<file path="config.mk">
export PLATFORM = sky130hd
export DESIGN_NAME = hazard_controller
export DESIGN_NICKNAME = d
export VERILOG_FILES = /design/src/rtl/cpu_pkg.sv /design/src/rtl/sat_counter.sv /design/src/rtl/hazard_controller.sv
export SDC_FILE = /design/constraint.sdc
export NUM_CORES = 1
export LEC_CHECK = 0
export CAP_MARGIN = 5
export CORE_UTILIZATION = 48
export CTS_BUF_LIST = sky130_fd_sc_hd__clkbuf_8
export CTS_CLUSTER_DIAMETER = 80
export DETAILED_ROUTE_END_ITERATION = 8
export GPL_ROUTABILITY_DRIVEN = 0
export GPL_TIMING_DRIVEN = 1
export PLACE_DENSITY = 0.83
export SETUP_SLACK_MARGIN = 0.4
export SLEW_MARGIN = 20
export SYNTH_ARGS = -nofsm -noshare
export SYNTH_HDL_FRONTEND = slang
export SYNTH_SLANG_ARGS = --single-unit
export TNS_END_PERCENT = 5
</file>
<file path="constraint.sdc">
create_clock -name clk -period 2.7 [get_ports clk]
set_input_delay 0.675 -clock clk [delete_from_list [all_inputs] [get_ports clk]]
set_output_delay 0.675 -clock clk [all_outputs]
set_load 0.02 [all_outputs]
</file>
<file path="src/rtl/cpu_pkg.sv">
// Shared CPU definitions: register/data widths,
// hazard FSM states and the operand-use match helper.
package cpu_pkg;

  localparam int REG_W  = 4;
  localparam int DATA_W = 32;

  typedef enum logic [1:0] {
    RUN      = 2'd0,
    MEM_WAIT = 2'd1,
    ERR      = 2'd2
  } hz_state_e;

  // sel[1]: R2 and R3 unused; sel[0]: R3 unused
  function automatic logic src_hit(
    input logic [REG_W-1:0] dst,
    input logic [REG_W-1:0] r2,
    input logic [REG_W-1:0] r3,
    input logic [1:0]       sel
  );
    return (!sel[1] && dst == r2) ||
           (sel == 2'b00 && dst == r3);
  endfunction

endpackage

</file>
<file path="src/rtl/sat_counter.sv">
// Saturating event counter with clear;
// clear wins over increment.
module sat_counter #(
  parameter int CNT_W = 16
) (
  input  logic             clk,
  input  logic             rst,
  input  logic             clr,
  input  logic             inc,
  output logic [CNT_W-1:0] count
);

  always_ff @(posedge clk) begin
    if (rst) begin
      count <= '0;
    end else if (clr) begin
      count <= '0;
    end else if (inc && count != '1) begin
      count <= count + CNT_W'(1);
    end
  end

endmodule

</file>
<file path="src/rtl/hazard_controller.sv">
// Pipeline hazard control: load-use, branch flush,
// data-memory wait with timeout, stall/flush counters.
module hazard_controller
  import cpu_pkg::*;
#(
  parameter int WAIT_MAX = 15,
  parameter int CNT_W    = 16
) (
  input  logic             clk,
  input  logic             rst,
  input  logic [REG_W-1:0] R2_1,
  input  logic [REG_W-1:0] R3_1,
  input  logic [1:0]       ExtndSel1,
  input  logic [REG_W-1:0] DestR_2,
  input  logic             MemRd_2,
  input  logic             BranchTaken_3,
  input  logic             MemReq_4,
  input  logic             MemReady_4,
  input  logic             CntClr,
  output logic             StallF,
  output logic             StallD,
  output logic             StallE,
  output logic             StallM,
  output logic             FlushD,
  output logic             FlushE,
  output logic             FlushW,
  output logic             MemTimeout,
  output logic [1:0]       State,
  output logic [CNT_W-1:0] StallCnt,
  output logic [CNT_W-1:0] FlushCnt
);

  localparam int WC_W = $clog2(WAIT_MAX + 1);

  hz_state_e       state, state_nx;
  logic [WC_W-1:0] wcnt, wcnt_nx;
  logic            mem_stall, lu_hit;
  logic            hold, br_hz, lu_hz;

  always_ff @(posedge clk) begin
    if (rst) begin
      state <= RUN;
      wcnt  <= '0;
    end else begin
      state <= state_nx;
      wcnt  <= wcnt_nx;
    end
  end

  assign mem_stall = (state == RUN || state == MEM_WAIT)
                   && MemReq_4 && !MemReady_4;

  always_comb begin
    state_nx = RUN;
    wcnt_nx  = wcnt;
    unique case (state)
      RUN: begin
        if (mem_stall) begin
          state_nx = MEM_WAIT;
          wcnt_nx  = WC_W'(1);
        end
      end
      MEM_WAIT: begin
        if (!MemReq_4 || MemReady_4) begin
          state_nx = RUN;
          wcnt_nx  = '0;
        end else if (wcnt == WC_W'(WAIT_MAX)) begin
          state_nx = ERR;
        end else begin
          state_nx = MEM_WAIT;
          wcnt_nx  = wcnt + WC_W'(1);
        end
      end
      ERR: state_nx = ERR;
      default: begin
        state_nx = RUN;
        wcnt_nx  = '0;
      end
    endcase
  end

  assign lu_hit = MemRd_2 &&
    src_hit(DestR_2, R2_1, R3_1, ExtndSel1);

  // one-hot hazard classes in priority order
  assign hold  = (state == ERR) || mem_stall;
  assign br_hz = BranchTaken_3 && !hold;
  assign lu_hz = lu_hit && !BranchTaken_3 && !hold;

  always_comb begin
    StallF = 1'b0;
    StallD = 1'b0;
    StallE = 1'b0;
    StallM = 1'b0;
    FlushD = 1'b0;
    FlushE = 1'b0;
    FlushW = 1'b0;
    unique case (1'b1)
      hold: begin
        StallF = 1'b1;
        StallD = 1'b1;
        StallE = 1'b1;
        StallM = 1'b1;
        FlushW = 1'b1;
      end
      br_hz: begin
        FlushD = 1'b1;
        FlushE = 1'b1;
      end
      lu_hz: begin
        StallF = 1'b1;
        StallD = 1'b1;
        FlushE = 1'b1;
      end
      default: ;
    endcase
  end

  assign MemTimeout = (state == ERR);
  assign State      = state;

  sat_counter #(.CNT_W(CNT_W)) u_stall_cnt (
    .clk   (clk),
    .rst   (rst),
    .clr   (CntClr),
    .inc   (StallF),
    .count (StallCnt)
  );

  sat_counter #(.CNT_W(CNT_W)) u_flush_cnt (
    .clk   (clk),
    .rst   (rst),
    .clr   (CntClr),
    .inc   (br_hz),
    .count (FlushCnt)
  );

endmodule

</file>
==> flow_summary.yaml <==
die:
  die_area_sq_mm: 0.00437
  num_rows: 22
  die_w_um: 66.1
  num_io_pins: 63
  core_sq_mm: 0.00380
  dieHeight_um: 66.1
  initial_core_util_pct: 51.9
detailed_routing:
  drc: 0
  via_per_inst: 5.51
  wire_per_inst_um: 13.6
  firstDrtPassIters: 4
  drt_iter0_drc: 61
  via_count: 2007
  antenna_left: 0
  wirelength_mm: 4.94
setup_path:
  worstSetupStartpointType: "input port"
  cpPeakStageDelay_ns: 0.34
  arrival_ns: 1.75
  crit_top_cell: "buf_6"
  worstPathRequired_ns: 2.03
  worstRegToRegCells: 6
  critPathKind: "input port to output port"
  crit_path_end_kind: "output port"
  crit_path_max_fanout: 3
  path_cells: "buf_6 -> nor3b_4 -> nand3_2 -> nor4_4 -> or2_4 -> buf_6"
  slowest_stage: "nor4_4"
timing:
  finalSetupViolations: 0
  relSlewSlack_pct: 43.0
  worst_pin_slew_ns: 0.844
  rsz0062_at_grt: "yes"
  skew_ns: 0.00305
  finalHoldViolCount: 0
  hold_ws_ns: 0.500
  timing.final.crit_period_ns: 2.43
  maxSlewViolCount: 0
  fmax_mhz: 412
  finalCritPeriodShare_pct: 90.0
pwr:
  p_per_area_mw_per_mm2: 379
  pwr-share-seq_pct: 52.3
  p_switching_uw: 256
  leakage_uw: 0.00105
  p_int_uw: 828
  switching_share_pct: 23.6
  peakVddDrop_mv: 0.258
  clkPwrFrac_pct: 35.1
  p_comb_share_pct: 12.6
final_layout:
  diodes: 0
  final_layout_size_suffix_gt1_share_pct: 19.3
  fillers: 302
  final_util_pct: 75.4
  layout_common_cells: "dfxtp_1, clkdlybuf4s50_1, nor2_1"
  area_delta_synth_final_pct: 45.2
  final_cell_count_no_fill: 364
  num-nets-final: 341
  layout_commonest_cell: "dfxtp_1"
place:
  dp_cells: 354
  numPortBuffers: 62
  dpl.hpwl_mm: 3.58
global_route:
  grt-ovfl-total: 0
  grt_max_degree: 26
  grt_pass1_vias: 1881
  track_usage_pct: 24.4
  antenna_found_initial: 0
  grt_pass1_wl_mm: 8.23
yosys:
  yosys_warnings: 0
  synthCells: 239
  synth_cell_types: 42
  synth_area_per_cell_sq_um: 8.25
  synth_seq_cells: 38
  syn_nets: 263
  yosysSeqAreaShare_pct: 38.6
  netlist_area_sq_mm: 0.00197
  synth_top_cell_area_share_pct: 38.6
  synth_area_leader_cell: "dfxtp_1"
  synth.area.top_cells: "dfxtp_1, xor2_1, nand3_1"
cts:
  cts_buffer_depth: 2
  cts.sinks: 38
  clock_latency_ns: 0.28
  cts_tree: "built"
  clk_pin_slew_worst_paths_ns: 0.07
  cts.htree.levels: 2
  cts-buffers-inserted: 5
  cts-root-buf: "clkbuf_8"
outcome:
  status: "finished clean"
hold_path:
  min_path_type: "flip-flop to flip-flop"
  hold_depth: 2
run:
  drv_cap: 0
==> worst max-delay path, delay by kind of cell <==
| family | cells | cell delay (ns) |
|---|---|---|
| buffers and inverters | 2 | 0.21 |
| AND/OR/NAND/NOR | 4 | 0.87 |
==> final cells by class <==
cell class / count / area, sq um / area share (%)
clock buffers: 6 / 82.6 / 2.88
well taps: 48 / 60.1 / 2.10
multi-input cells: 183 / 1200 / 42.1
inverters: 7 / 26.3 / 0.918
repair buffers: 82 / 728 / 25.4
flip-flops and latches: 38 / 761 / 26.6
==> flip-flops by register name, summed over array words and instances (netlist names) <==
name and cells:
wcnt 4, State 2, u_flush_cnt.count 16, u_stall_cnt.count 16
==> through the flow <==
stage / TNS, ns / setup slack [ns] / power, uW / instance area, sq um
final: 0 / 0.270 / 1080 / 2860
after global routing: 0 / 0.194 / 1140 / 2860
after CTS: 0 / 0.297 / 1100 / 2860
after detailed placement: -4.12 / -0.604 / 713 / 2740
after global placement: -3.41 / -0.574 / 710 / 2740
after floorplan: 0 / 0.343 / 645 / 2000
==> kinds of logic (layout without fill, tap and decap cells) <==
logic type / count (synthesis) / after routing / synth area share (%)
AND/OR/NAND/NOR: 108 / 108 / 29.4
AO/OA/AOI/OAI: 47 / 47 / 14.5
flip-flops: 38 / 38 / 38.6
XOR/XNOR: 22 / 22 / 9.77
buffers and inverters: 18 / 95 / 4.38
adder cells (fa/ha/maj): 3 / 3 / 1.90
multiplexers: 3 / 3 / 1.52
==> timing repair <==
action,CTS,global route
pin swaps,14,4
hold buffers,0,0
endpoints found under the setup margin,26,14
setup buffers,3,1
resized for setup,94,2
==> power by group through the flow <==
stage / sequential (uW) / combinational [uW] / clock, uW
global placement: 580 / 130 / 0
detailed placement: 580 / 133 / 0
global route: 567 / 147 / 427
CTS: 567 / 136 / 395
floorplan: 583 / 61.9 / 0
finish: 567 / 137 / 381
==> cell usage after synthesis <==
master and instances:
dfxtp_1 38, nor2_1 23, nand2_1 20, nand3_1 19
a21oi_1 16, o21ai_0 15, xor2_1 14, or3_1 10
and3_1 8, xnor2_1 8, inv_1 7, nor4_1 6
buf_4 5, clkbuf_1 4, ha_1 3, mux2i_1 3
nand4_1 3, nor3_1 3, a211oi_1 2, and2_1 2
and4_1 2, buf_1 2, nand3b_1 2, o21a_1 2
o31a_1 2, o31ai_1 2, or2_2 2, or4_1 2
a21o_1 1, a22oi_1 1, nand2b_1 1, nor3b_1 1
nor3b_2 1, nor4_4 1, nor4bb_1 1, o211a_1 1
o21ai_1 1, o21bai_1 1, o21bai_2 1, o311a_1 1
o311ai_0 1, or3b_2 1
==> routing by layer <==
metal	global-route usage [%]	up-vias	routed length [um]
li1	-	1000	-
met1	28.6	941	2100
met2	43.1	61	2420
met3	7.07	5	383
met4	5.85	0	33
met5	0	-	0
==> final timing paths <==
check / from / to / slack (ns)
setup / recovery: ExtndSel1[1] / StallF / 0.27
hold / removal: wcnt[1] / wcnt[1] / 0.50
setup reg to reg: u_stall_cnt.count[0] / u_stall_cnt.count[11] / 0.57
hold reg to reg: wcnt[1] / wcnt[1] / 0.50
(Power assumes the default switching activity.)
